==> src/rtl/isa_pkg.sv <==
// Shared ISA definitions for the fetch stage: opcodes, field slices and
// the fetch FSM state type.
package isa_pkg;

    localparam logic [3:0] OP_JUMP = 4'b1100;
    localparam logic [3:0] OP_HALT = 4'b1110;
    localparam logic [3:0] OP_BEQ  = 4'b1001;

    localparam int OPC_MSB = 9;
    localparam int OPC_LSB = 6;
    localparam int OFF_MSB = 5;
    localparam int OFF_LSB = 0;
    localparam int OFF_W   = OFF_MSB - OFF_LSB + 1;

    typedef enum logic [1:0] {
        BOOT   = 2'd0,
        RUN    = 2'd1,
        HALTED = 2'd2
    } fetch_state_e;

    function automatic logic [3:0] opcode_of(input logic [9:0] inst);
        return inst[OPC_MSB:OPC_LSB];
    endfunction

    function automatic logic [OFF_W-1:0] offset_of(input logic [9:0] inst);
        return inst[OFF_MSB:OFF_LSB];
    endfunction

endpackage

==> src/rtl/inst_fetch_unit_pc_next_calc.sv <==
// Combinational next-PC selection: branch redirect, hold, relative jump,
// halt hold or sequential increment, in that priority.
module pc_next_calc
    import isa_pkg::*;
#(
    parameter int ADDR_W = 16,
    parameter int INST_W = 10
) (
    input  logic [ADDR_W-1:0] pc_i,
    input  logic [INST_W-1:0] inst_i,
    input  logic              fetch_en_i,
    input  logic              branch_en_i,
    input  logic              stall_i,
    input  logic              branch_taken_i,
    input  logic [ADDR_W-1:0] branch_target_i,
    output logic [ADDR_W-1:0] pc_next_o
);

    logic [3:0]        opcode;
    logic [OFF_W-1:0]  offset;
    logic [ADDR_W-1:0] jump_off;

    assign opcode   = opcode_of(inst_i);
    assign offset   = offset_of(inst_i);
    // Jump offset is relative to the jump's own address, two's complement.
    assign jump_off = {{(ADDR_W-OFF_W){offset[OFF_W-1]}}, offset};

    // Priority mux; all adds wrap naturally in ADDR_W bits.
    always_comb begin
        // NOTE: assigning a default first means every path drives pc_next_o,
        // so no latch is inferred when a branch of the if-chain is missed.
        pc_next_o = pc_i;
        if (branch_en_i && branch_taken_i) begin
            pc_next_o = branch_target_i;
        end else if (!fetch_en_i || stall_i) begin
            pc_next_o = pc_i;
        end else if (opcode == OP_JUMP) begin
            pc_next_o = pc_i + jump_off;
        end else if (opcode == OP_HALT) begin
            pc_next_o = pc_i;
        end else begin
            pc_next_o = pc_i + {{(ADDR_W-1){1'b0}}, 1'b1};
        end
    end

endmodule

==> src/rtl/inst_fetch_unit.sv <==
// Program counter and fetch stage: drives the ROM address, registers the
// returned instruction for decode, folds jumps and stops on halt.
module inst_fetch_unit
    import isa_pkg::*;
#(
    parameter int                ADDR_W   = 16,
    parameter int                INST_W   = 10,
    parameter logic [ADDR_W-1:0] RESET_PC = '0
) (
    input  logic              Clk,
    input  logic              nReset,
    output logic [ADDR_W-1:0] InstAddress,
    input  logic [INST_W-1:0] InstIn,
    input  logic              Stall,
    input  logic              BranchTaken,
    input  logic [ADDR_W-1:0] BranchTarget,
    output logic [INST_W-1:0] IR,
    output logic              IRValid,
    output logic [ADDR_W-1:0] IRPc,
    output logic              Halted
);

    fetch_state_e      state_q, state_d;
    logic [ADDR_W-1:0] pc_q, pc_d;
    logic [INST_W-1:0] ir_q;
    logic [ADDR_W-1:0] ir_pc_q;
    logic              ir_valid_q, ir_valid_d;
    logic              ir_load;
    logic [3:0]        opcode;

    assign opcode = opcode_of(InstIn);

    pc_next_calc #(
        .ADDR_W (ADDR_W),
        .INST_W (INST_W)
    ) u_pc_next_calc (
        .pc_i            (pc_q),
        .inst_i          (InstIn),
        .fetch_en_i      (state_q == RUN),
        .branch_en_i     (state_q != BOOT),
        .stall_i         (Stall),
        .branch_taken_i  (BranchTaken),
        .branch_target_i (BranchTarget),
        .pc_next_o       (pc_d)
    );

    // FSM state register.
    always_ff @(posedge Clk or negedge nReset) begin
        if (!nReset) begin
            // NOTE: state is updated with non-blocking assignments so every
            // flop samples pre-edge values regardless of block ordering.
            state_q <= BOOT;
        end else begin
            state_q <= state_d;
        end
    end

    // FSM next state: one BOOT cycle, halt enters HALTED, a branch leaves it.
    always_comb begin
        state_d = state_q;
        case (state_q)
            BOOT:    state_d = RUN;
            RUN:     if (!BranchTaken && !Stall && opcode == OP_HALT) state_d = HALTED;
            HALTED:  if (BranchTaken) state_d = RUN;
            default: state_d = BOOT;
        endcase
    end

    // FSM outputs: IR load strobe, next IRValid and the halted flag.
    always_comb begin
        ir_load    = 1'b0;
        ir_valid_d = ir_valid_q;
        Halted     = (state_q == HALTED);
        case (state_q)
            BOOT: begin
                ir_valid_d = 1'b0;
            end
            RUN: begin
                if (BranchTaken) begin
                    ir_valid_d = 1'b0;
                end else if (!Stall) begin
                    ir_load    = 1'b1;
                    // A jump is folded: its slot never reaches decode.
                    ir_valid_d = (opcode != OP_JUMP);
                end
            end
            HALTED: begin
                // The halt slot stays valid until decode accepts it.
                if (BranchTaken || !Stall) ir_valid_d = 1'b0;
            end
            default: begin
                ir_valid_d = 1'b0;
            end
        endcase
    end

    // PC and instruction register datapath.
    always_ff @(posedge Clk or negedge nReset) begin
        if (!nReset) begin
            pc_q       <= RESET_PC;
            ir_q       <= '0;
            ir_pc_q    <= '0;
            ir_valid_q <= 1'b0;
        end else begin
            pc_q       <= pc_d;
            ir_valid_q <= ir_valid_d;
            if (ir_load) begin
                ir_q    <= InstIn;
                ir_pc_q <= pc_q;
            end
        end
    end

    assign InstAddress = pc_q;
    assign IR          = ir_q;
    assign IRValid     = ir_valid_q;
    assign IRPc        = ir_pc_q;

endmodule

==> config.mk <==
export PLATFORM = sky130hd
export DESIGN_NAME = inst_fetch_unit
export DESIGN_NICKNAME = d
export VERILOG_FILES = /design/src/rtl/isa_pkg.sv /design/src/rtl/inst_fetch_unit_pc_next_calc.sv /design/src/rtl/inst_fetch_unit.sv
export SDC_FILE = /design/constraint.sdc
export NUM_CORES = 1
export LEC_CHECK = 0
export CORE_MARGIN = 2
export CORE_UTILIZATION = 51
export DETAILED_ROUTE_END_ITERATION = 6
export PLACE_DENSITY = 0.88
export SLEW_MARGIN = 20
export SYNTH_ARGS = -nofsm -noshare
export SYNTH_HDL_FRONTEND = slang
export SYNTH_HIERARCHICAL = 1
export SYNTH_SLANG_ARGS = --single-unit
==> constraint.sdc <==
create_clock -name Clk -period 2.5 [get_ports Clk]
set_input_delay 0.25 -clock Clk [delete_from_list [all_inputs] [get_ports Clk]]
set_output_delay 0.25 -clock Clk [all_outputs]
set_load 0.01 [all_outputs]
==> results of run 1 <==
-- flip-flops by register name, summed over array words and instances, names as in the netlist --
signal	cells
IR	10
IRPc	16
IRValid	1
InstAddress	16
state_q	2
-- cell type report --
class,count,area share [%]
flip-flops and latches,45,25.78
clock buffers,6,1.888
well taps,75,2.146
repair buffers,119,24.55
inverters,10,0.8584
multi-input cells,270,43.92
clock inverters,2,0.8584
-- where the power goes --
group          total [mW]  internal [mW]  leakage (nW)  switching [mW]
sequential          0.941          0.847         0.531          0.0934
clock               0.579          0.325        0.0574           0.254
combinational        1.11          0.598          1.29           0.512
total                2.63           1.77          1.87           0.859
-- what timing repair did --
action,4_1_cts,5_1_grt
gates resized for setup,0,4
endpoints found under the hold margin,19,0
hold buffers,1,0
setup endpoints to repair,0,4
-- stage by stage --
step | utilization (%) | std cells | power (mW) | setup slack (ns) | cell area [um2]
2_1_floorplan | - | 336 | 1.492 | 0.2083 | 3147
3_3_place_gp | 71.18 | 518 | 2.014 | -0.1176 | 4239
3_5_place_dp | 71.18 | 518 | 2.048 | -0.1754 | 4239
4_1_cts | 73.36 | 527 | 2.633 | 0.1036 | 4369
5_1_grt | 73.42 | 527 | 2.786 | 0.008647 | 4373
6_report | 73.42 | 527 | 2.630 | 0.1816 | 4373
-- worst max-delay path, stage by stage, from the launching register on --
cell     delay, ns
dfrtp_1       0.39
ha_1          0.25
fa_2          0.37
a21o_1        0.22
a31oi_1       0.17
o21ai_1       0.12
a41oi_1       0.26
mux2_2        0.36
a21oi_1       0.11
-- worst paths after layout --
kind | from | to | slack (ns) | cells after the start
max in group asynchronous | nReset | InstAddress[1] | 1.34 | 3
min in group Clk | BranchTarget[2] | InstAddress[2] | 0.48 | 3
setup / recovery | InstAddress[0] | InstAddress[12] | 0.18 | 8
hold reg to reg | IR[8] | IR[8] | 0.49 | 1
setup reg to reg | InstAddress[0] | InstAddress[12] | 0.18 | 8
hold / removal | nReset | IRPc[11] | 0.43 | 2
-- layer usage --
metal,GRT usage [%],up-vias
met3,4.239,18
li1,-,1509
met2,49.92,159
met4,11.48,0
met5,0,-
met1,37.23,1564
-- placed cells by master (no fill, tap or decap), types with 5 or more instances in the layout --
master	netlist	layout
nor3_1	6	6
nand2_1	32	32
nor2_1	17	17
a211oi_1	5	5
a21o_1	10	10
mux2_2	26	26
dfrtp_1	45	44
o21ai_0	28	26
a21oi_1	30	30
nand4_1	5	5
clkdlybuf4s50_1	0	72
nand3_1	7	7
xor2_1	5	5
o22ai_1	5	5
and3_1	6	6
a22oi_1	5	5
xnor2_1	6	6
buf_4	0	45
clkbuf_8	0	6
ha_1	16	16
inv_1	10	10
-- kinds of logic after synthesis --
| logic type | after synthesis | synth area share [%] |
|---|---|---|
| flops | 45 | 35.79 |
| simple gates | 99 | 17.42 |
| xor+xnor | 11 | 3.062 |
| mux | 30 | 10.62 |
| compound gates | 113 | 22.86 |
| buf+inv | 21 | 3.260 |
| fa+ha+maj | 17 | 6.998 |
==> results_dict.tcl, run 1 <==
set metrics [dict create \
    grt_pass1_wl_um 15320 \
    synth.top_cells.by_count "dfrtp_1, nand2_1, a21oi_1, o21ai_0, mux2_2" \
    numPortBuffers 73 \
    hold_class "in2async" \
    grt_max_degree 28 \
    drive_above_1_share_pct 20.13 \
    cts_tree "built" \
    synthTopCellsByArea "dfrtp_1, mux2_2, ha_1" \
    fp.dieH_um 82.55 \
    crit_arrival_ns 2.55 \
    required_ns 2.73 \
    die_x_um 82.55 \
    drt_iter0_drc 310 \
    max_freq_mhz 431.3 \
    cts_sinks 45 \
    rows 28 \
    whs_ns 0.4272 \
    nets 498 \
    status "completed" \
    ios 74 \
    avgSynthCellArea_um2 9.365 \
    yosysTopAreaCell "dfrtp_1" \
    worstSetupPathType "reg2reg" \
    worstSkewPairLatency_ns 0.30 \
    syn_area_um2 3147 \
    drc 0 \
    antenna_found_initial 0 \
    route.met3.wl_um 621 \
    core_area_um2 5956 \
    synthDominantCellAreaShare_pct 35.79 \
    finalCritPeriodShare_pct 92.74 \
    ys_seq_elements 45 \
    synth-edff-count 0 \
    final_antenna_net_count 0 \
    cts_max_level 2 \
    first_pass_iters 5 \
    insertedDiodeCount 0 \
    clkTransAtPathRegs_ns 0.08 \
    place.gp.congestion 1.013 \
    ys_types 60 \
    crit_path_max_fanout 3 \
    place_hpwl_um 7028 \
    synthCells 336 \
    drv_slew 0 \
    async_flop_share_pct 100.0 \
    area_growth_pct 38.97 \
    power.leakage_nw 1.874 \
    viasPerCell 6.167 \
    dr.max_layer_used "met4" \
    seq_area_frac_synth_pct 35.79 \
    dr_wl_met2_um 4571 \
    multi_input_area_um2 1921 \
    slew_headroom_pct 67.00 \
    root_buffer "clkbuf_8" \
    layout_min_cycle_time_ns 2.318 \
    clock_path_buffers 2 \
    postRouteWirelength_um 9268 \
    synth.net_count 383 \
    fillers 458 \
    die_area_um2 6815 \
    tightest_slew_ns 0.4950 \
    grt_pass1_vias 3222 \
    yosys_warnings 6 \
    ir_drop_v 0.0004237 \
    finalHoldViolations 0 \
    rsz0062_at_grt "no" \
    end_kind "register" \
    ys_dominant_reg_cell "dfrtp_1" \
    overflow 0 \
    post_cts_buffers 0 \
    cap_violations 0 \
    yosys.cell_count.top_type "dfrtp_1" \
    clock_skew_ns 0.003079 \
    fin_tns_setup_ns 0 \
    critPathLaunchType "register" \
    via_count 3250 \
    wl_met1_um 3914 \
    initial_utilization_pct 52.84 \
    pwr_density_cell_nw_per_um2 601.4 \
    track_usage_pct 29.23 \
    setup_viol 0 \
    seqCellArea_um2 1127 \
    cts_buffers 5 \
    routedWlPerCell_um 17.59 \
]
Power figures use the tool's default switching activity.
==> run 2, diff against run 1 <==
SLEW_MARGIN = default   (was 20)
==> results of run 2 <==
Same layout as run 1: the final DEF is identical, and so are final timing and power.
==> run 3, diff against run 2 <==
CORE_ASPECT_RATIO = 1.1   (was default)
CORE_UTILIZATION = 55   (was 51)
PLACE_DENSITY = 0.94   (was 0.88)
clock period = 2.7 ns   (was 2.5 ns; I/O delays follow)
==> run 3 against run 2 <==
Effect of this change: clock-buffer cell count is 1 higher; total power is 13% lower; routed wire length is 0.22% higher; register-to-register slack better by 0.02 ns; hold slack worse by 0.29 ns; first-iteration DRC count is 3.5% lower; sequential power is 6.7% lower; global-route usage is 0.34 points higher; cell area is 4.1% lower; cell count is 3.4% lower; core utilization is 3.3 points higher; largest cell class unchanged; highest routed layer unchanged.
==> results_dict.tcl, run 3 (synthesized netlist as in run 1, its figures left out) <==
set metrics [dict create \
    critPathLaunchType "register" \
    ios 74 \
    overflow 0 \
    track_usage_pct 29.57 \
    place.gp.congestion 0.9232 \
    crit_path_max_fanout 7 \
    ir_drop_v 0.0004480 \
    worstSetupPathType "reg2reg" \
    grt_pass1_wl_um 15250 \
    nets 480 \
    finalHoldViolations 0 \
    post_cts_resize_count 0 \
    initial_utilization_pct 57.58 \
    drv_slew 0 \
    cp_slowest_cell "dfrtp_1" \
    layout_min_cycle_time_ns 2.502 \
    fp.dieH_um 83.33 \
    drt_iter0_drc 299 \
    reg2reg_depth 8 \
    worstSkewPairLatency_ns 0.31 \
    tightest_slew_ns 1.011 \
    cts_hold_buf 0 \
    rows 28 \
    grt_pass1_vias 3167 \
    area_growth_pct 33.32 \
    route.met3.wl_um 672 \
    drc 0 \
    fillers 398 \
    cts_buffers 5 \
    viasPerCell 6.287 \
    clock_skew_ns 0.01198 \
    clock_path_buffers 2 \
    pwr_density_cell_nw_per_um2 542.8 \
    rr_endpoint "InstAddress[12]" \
    cp_cell_sequence "ha_1, fa_1, a21o_1, a31oi_1, o21ai_0, a41oi_1, mux2_2, a21oi_1" \
    rsz0062_at_grt "no" \
    whs_ns 0.1362 \
    grt_max_degree 46 \
    final_antenna_net_count 0 \
    core_area_um2 5465 \
    end_kind "register" \
    dr_wl_met2_um 4634 \
    cts_max_level 2 \
    rr_startpoint "InstAddress[0]" \
    cts_sinks 45 \
    required_ns 2.94 \
    layout_setup_ws_ns 0.1978 \
    drive_above_1_share_pct 16.13 \
    post_cts_buffers 0 \
    power.leakage_nw 1.770 \
    slew_headroom_pct 32.60 \
    die_x_um 76.12 \
    pre_cts_slack_ns 0.01422 \
    routedWlPerCell_um 18.25 \
    hold_class "in2async" \
    root_buffer "clkbuf_8" \
    final_common_cell "clkdlybuf4s50_1" \
    die_area_um2 6343 \
    cts_tree "built" \
    crit_arrival_ns 2.74 \
    antenna_found_initial 0 \
    final_cell_mix "clkdlybuf4s50_1, dfrtp_1, nand2_1, a21oi_1" \
    cap_violations 0 \
    max_freq_mhz 399.6 \
    place_area_um2 4111 \
    status "completed" \
    cpPeakStageDelay_ns 0.47 \
    wl_met1_um 3778 \
    reg2reg_slack_ns 0.20 \
    setup_viol 0 \
    stdcell_area_um2 4195 \
    first_pass_iters 5 \
    postRouteWirelength_um 9288 \
    finalCritPeriodShare_pct 92.68 \
    via_count 3200 \
    fin_tns_setup_ns 0 \
    dr.max_layer_used "met4" \
    place_hpwl_um 7148 \
    clkTransAtPathRegs_ns 0.09 \
    numPortBuffers 73 \
    insertedDiodeCount 0 \
]
run 3: cell types whose count changed in the layout (fill, tap and decap cells not counted), sizes merged:
cell / change
buf: -17
bufinv: -1
clkbuf: +1
dlygate4sd3: -1
run 3: power breakdown:
group / internal (mW) / switching (mW) / leakage, nW
registers: 0.784 / 0.0944 / 0.532
logic: 0.517 / 0.464 / 1.20
clock network: 0.184 / 0.234 / 0.0385
run 3: critical path: cells and delay by family (launching register included):
family	cells	cell delay [ns]
adder cells (fa/ha/maj)	2	0.69
flip-flops	1	0.47
AO/OA/AOI/OAI	5	0.93
multiplexers	1	0.35
run 3: stage by stage:
step	power, mW	cells	util (%)
5_1_grt	2.401	509	76.76
4_1_cts	2.274	509	76.76
2_1_floorplan	1.382	336	-
3_3_place_gp	1.826	501	75.23
6_report	2.277	509	76.76
3_5_place_dp	1.856	501	75.23
run 3: worst max path at each step:
stage                              start              end  slack (ns)  cells after the start
after floorplan           InstAddress[0]  InstAddress[12]        0.41                      8
after global placement         InstIn[0]  InstAddress[12]        0.06                      9
after detailed placement       InstIn[1]  InstAddress[13]        0.01                      8
after CTS                 InstAddress[0]  InstAddress[12]        0.23                      8
after global routing      InstAddress[0]  InstAddress[12]        0.13                      8
final                     InstAddress[0]  InstAddress[12]        0.20                      8
run 3: metal layers:
layer	up-vias	global-route usage, %
li1	1475	-
met1	1521	37.39
met2	179	52.52
met3	25	4.348
met4	0	8.595
met5	-	0
run 3: cell type report:
class / count / area [um2] / area share (%)
Clock buffer: 7 / 76.32 / 1.819
Clock inverter: 1 / 7.507 / 0.1789
Inverter: 10 / 37.54 / 0.8947
Multi-Input combinational cell: 270 / 1918 / 45.72
Sequential cell: 45 / 1126 / 26.84
Tap cell: 75 / 93.84 / 2.237
Timing Repair Buffer: 101 / 935.9 / 22.31
==> patch 1, RTL diff (config.mk and constraints of run 2) <==
The 3 states of `fetch_state_e` get a one-hot encoding in 3 bits.
--- a/src/rtl/isa_pkg.sv
+++ b/src/rtl/isa_pkg.sv
@@ -14,6 +14,6 @@
 
-    typedef enum logic [1:0] {
-        BOOT   = 2'd0,
-        RUN    = 2'd1,
-        HALTED = 2'd2
+    typedef enum logic [2:0] {
+        BOOT   = 3'b001,
+        RUN    = 3'b010,
+        HALTED = 3'b100
     } fetch_state_e;
Function: same outputs for any inputs over 10 cycles, from zero or initial values and one cycle with nReset low; not proved beyond that.
==> patch 1 against run 2 <==
Synthesized cell count increased by 2.1%. Sequential cell count increased by 1. Routed wire length increased by 5.6%. Worst setup slack got worse by 150 ps. Critical path depth unchanged. Via count increased by 3.4%. Worst hold slack got worse by 110 ps. Global-route usage decreased by 1.7 points. Final area increased by 3.1%. Area after synthesis increased by 3.9%.
Power is not compared: it rests on default switching activity, and its combinational part moved more than twofold at a synthesized area within 25%.
==> patch 1: results (changes against run 2) <==
synth_cell_types: 62  # +3.3%
synth_common_cells: "45 x dfrtp_1, 31 x nand2_1, 30 x a21oi_1"
ys_seq_area_share_pct: 35.2  # -0.54 points
ir_worst_vdd_mv: 0.678
antenna_found_initial: 0  # unchanged
place_congestion: 0.911  # -10%
vias: 3361  # +3.4%
first_iter_violations: 526  # +70%
relSlewSlack_pct: 65.9  # -1.1 points
hold_path.class: "input pin to async pin"
synthAdderAreaFrac_pct: 6.74  # -0.26 points
drive_gt1_share_pct: 21.2  # +1.1 points
grt_max_degree: 40  # +43%
async_flop_share_pct: 100  # unchanged
synth-xor-area-share_pct: 3.21  # +0.15 points
grt_pass1_vias: 3216  # -0.19%
clk_pin_slew_worst_paths_ps: 90
finClkSkew_ps: 5.45  # +2.37 ps
clock_latency_ps: 300  # about the same
grt_pass1_wl_mm: 15.8  # +3.3%
finalWirelength_mm: 9.79  # +5.6%
switching_share_pct: 41.1
clock_path_buffers: 2  # unchanged
nFillCells: 431  # -5.9%
crit_path_max_fanout: 5  # +2
outcome: "finished, final reports clean"
first_pass_iters: 5  # unchanged
fmax_mhz: 405  # -6.0%
synth_area_leaders: "dfrtp_1 34%, mux2_4 8.7%, ha_1 6.1%, a21oi_1 4.6%, o21ai_0 4.4%"
grt.total_usage_pct: 27.5  # -1.7 points
synth_compound_area_share_pct: 22.1  # -0.78 points
layout.nets: 508  # +2.0%
leakagePower_uw: 0.00204
syn_nets: 390  # +1.8%
hpwlAfterDp_mm: 7.33  # +4.3%
initial_core_util_pct: 52.1  # -0.75 points
htree_num_levels: 2  # unchanged
muxShareOfSynthArea_pct: 12.4  # +1.8 points
## patch 1: cell count changes in the layout (fill, tap and decap cells not counted), sizes merged, moves of 2 or more
cell	run 2	this run
buf	46	49
clkinv	0	3
nor2	17	20
nor2b	2	5
inv	10	8
## patch 1: power groups by stage
stage	combinational, uW	sequential (uW)	clock [uW]
floorplan	1630	1600	0
global placement	3310	1410	0
detailed placement	3410	1440	0
CTS	3440	1420	473
global route	3740	1470	505
finish	3490	1430	463
## patch 1: timing repair
| item | CTS | global route |
|---|---|---|
| setup endpoints to repair | 2 | 1 |
| hold buffers | 1 | 0 |
| hold endpoints to repair | 7 | 0 |
| gates resized for setup | 1 | 1 |
## patch 1: final timing paths
path | slack, ps | from | to
max in group asynchronous | 1410 | nReset | state_q[0]
min in group Clk | 480 | BranchTarget[2] | InstAddress[2]
max reg2reg | 30 | InstAddress[1] | InstAddress[15]
min reg2reg | 510 | IRPc[11] | IRPc[11]
min | 320 | nReset | IR[3]
max | 30 | InstAddress[1] | InstAddress[15]
## patch 1: area by class of cell
type                            count  area [sq um]  area share (%)
Sequential cell                    46          1150            25.5
Multi-Input combinational cell    277          2030            45.0
Tap cell                           77          96.3            2.14
Clock buffer                        5          68.8            1.53
Inverter                            9          35.0           0.777
Timing Repair Buffer              122          1110            24.6
Clock inverter                      3          21.3           0.472
## patch 1: per-layer routing
layer	wire (microns)	vias up	global-route usage (%)
li1	-	1524	-
met1	4130	1601	37.6
met2	4620	198	45.7
met3	785	38	3.66
met4	255	0	7.62
met5	0	-	0
## patch 1: cell families after synthesis
logic type,after synthesis
AOI/OAI and AO/OA,114
xor gates and xnor gates,12
adders and majority gates,17
buffers and inverters,20
DFF,46
muxes,30
and+or+nand+nor,104
## patch 1: per-stage QoR
stage | instance area, sq um | power (uW) | std cells | hold WS [ps] | setup WS, ps
4_1_cts | 4500 | 5340 | 539 | 308 | 69.7
6_report | 4510 | 5380 | 539 | 315 | 32.8
3_3_place_gp | 4400 | 4730 | 530 | 92.4 | -135
5_1_grt | 4510 | 5720 | 539 | 315 | 5.85
3_5_place_dp | 4400 | 4850 | 530 | 99.8 | -221
2_1_floorplan | 3270 | 3230 | 343 | -45.6 | 205
## patch 1: critical path, cell delays in order (launching register included)
cell and delay [ps]:
dfrtp_1 460, ha_1 370, a211oi_2 290, o21ai_0 210, a211o_1 320, buf_4 150, a31oi_1 310, a21o_1 160
nand3_2 70
==> patch 2, RTL diff (flow settings as in run 2) <==
Without the edit above. `ADDR_W` is set to 16 in 2 places; all go to 17.
--- a/src/rtl/inst_fetch_unit_pc_next_calc.sv
+++ b/src/rtl/inst_fetch_unit_pc_next_calc.sv
@@ -5,3 +5,3 @@
 #(
-    parameter int ADDR_W = 16,
+    parameter int ADDR_W = 17,
     parameter int INST_W = 10
--- a/src/rtl/inst_fetch_unit.sv
+++ b/src/rtl/inst_fetch_unit.sv
@@ -5,3 +5,3 @@
 #(
-    parameter int                ADDR_W   = 16,
+    parameter int                ADDR_W   = 17,
     parameter int                INST_W   = 10,
Ports: changed (resized BranchTarget, IRPc and InstAddress); port bits go from 74 to 77. No check against the original RTL was run, so the function may have changed too.
==> patch 2 against run 2 <==
Clock power is 6.0% lower. Worst setup slack got worse by 51 ps. Cell count increased by 6.3%. Area after synthesis grew 9.9%. Fmax decreased by 2.1%. Sequential share of layout area is 0.92 points lower. Routed wire length increased by 13%. Largest cell class unchanged. Total power up 6.4%. Sequential cell count up 2. Critical endpoint is now InstAddress[15]. Final area up 8.2%.
==> patch 2: results (changes against run 2) <==
antenna_cells: 0  # unchanged
place_congestion: 0.863  # -15%
grt_pass1_wl_mm: 17.2  # +12%
drt-met1-wl_mm: 4.40  # +12%
first_iter_violations: 411  # +33%
pre_cts_ws_ps: -194  # -18.4 ps
synth_compound_area_share_pct: 24.1  # +1.2 points
hpwlAfterDp_mm: 8.06  # +15%
wl_met3_microns: 889  # +43%
synthAdderAreaFrac_pct: 6.73  # -0.27 points
finClkSkew_ps: 6.48  # +3.40 ps
synth_cell_types: 61  # +1.7%
drive_gt1_share_pct: 21.3  # +1.1 points
crit_path_max_fanout: 7  # +4
seqCellArea_sq_um: 1180  # +4.3%
synth_area_leaders: "dfrtp_1 34%, mux2_4 8.3%, ha_1 6.2%, nand2_1 3.9%, a21oi_1 3.2%"
place_inst: 552  # +6.6%
placed_cell_area_sq_um: 4610  # +8.8%
grt.total_usage_pct: 28.9  # -0.34 points
avgSynthCellArea_sq_um: 9.55  # +2.0%
arrival_ps: 2590  # +40 ps
gr-usage-met2_pct: 47.3  # -2.6 points
synth_common_cells: "47 x dfrtp_1, 36 x nand2_1, 24 x nor2_1"
critPathMaxStageDelay_ps: 490  # +100 ps
outcome: "finished, final reports clean"
ys_seq_area_share_pct: 34.0  # -1.8 points
ir_worst_vdd_mv: 0.339  # -20%
grt_max_degree: 25  # -11%
wl_per_cell_microns: 18.8  # +6.7%
grt.met1_usage_pct: 39.7  # +2.5 points
nFillCells: 494  # +7.9%
syn_nets: 411  # +7.3%
wl_met2_mm: 4.91  # +7.4%
tightest_slew_ps: 528  # +33.3 ps
layout.nets: 529  # +6.2%
vias_per_cell: 6.31  # +2.4%
cts_root_buffer: "clkbuf_8"
met3_usage_pct: 4.86  # +0.62 points
port_buffers: 76  # +4.1%
finalWirelength_mm: 10.5  # +13%
synth-xor-area-share_pct: 3.29  # +0.23 points
muxShareOfSynthArea_pct: 11.8  # +1.1 points
-- patch 2: cell type report --
| cell class | instances | share of cell area [%] |
|---|---|---|
| multi-input combinational | 288 | 45.3 |
| timing repair buffer | 131 | 25.0 |
| sequential | 47 | 24.9 |
| tap | 80 | 2.12 |
| clock buffer | 6 | 1.53 |
| clock inverter | 1 | 0.635 |
| inverter | 7 | 0.555 |
-- patch 2: final timing paths --
kind / startpoint / to / slack, ps / depth (start not counted)
worst max register to register: InstAddress[1] / InstAddress[15] / 130 / 7
worst min-delay path: nReset / InstAddress[10] / 310 / 2
worst min register to register: IRPc[12] / IRPc[12] / 510 / 1
min in group Clk: IRPc[12] / IRPc[12] / 510 / 1
max in group asynchronous: nReset / IR[8] / 1630 / 3
worst max-delay path: InstAddress[1] / InstAddress[15] / 130 / 7
-- patch 2: where the power goes --
part           total, uW  internal, uW  switching (uW)
combinational       1270           683             585
sequential           985           882             103
clock                544           293             251
total               2800          1860             939
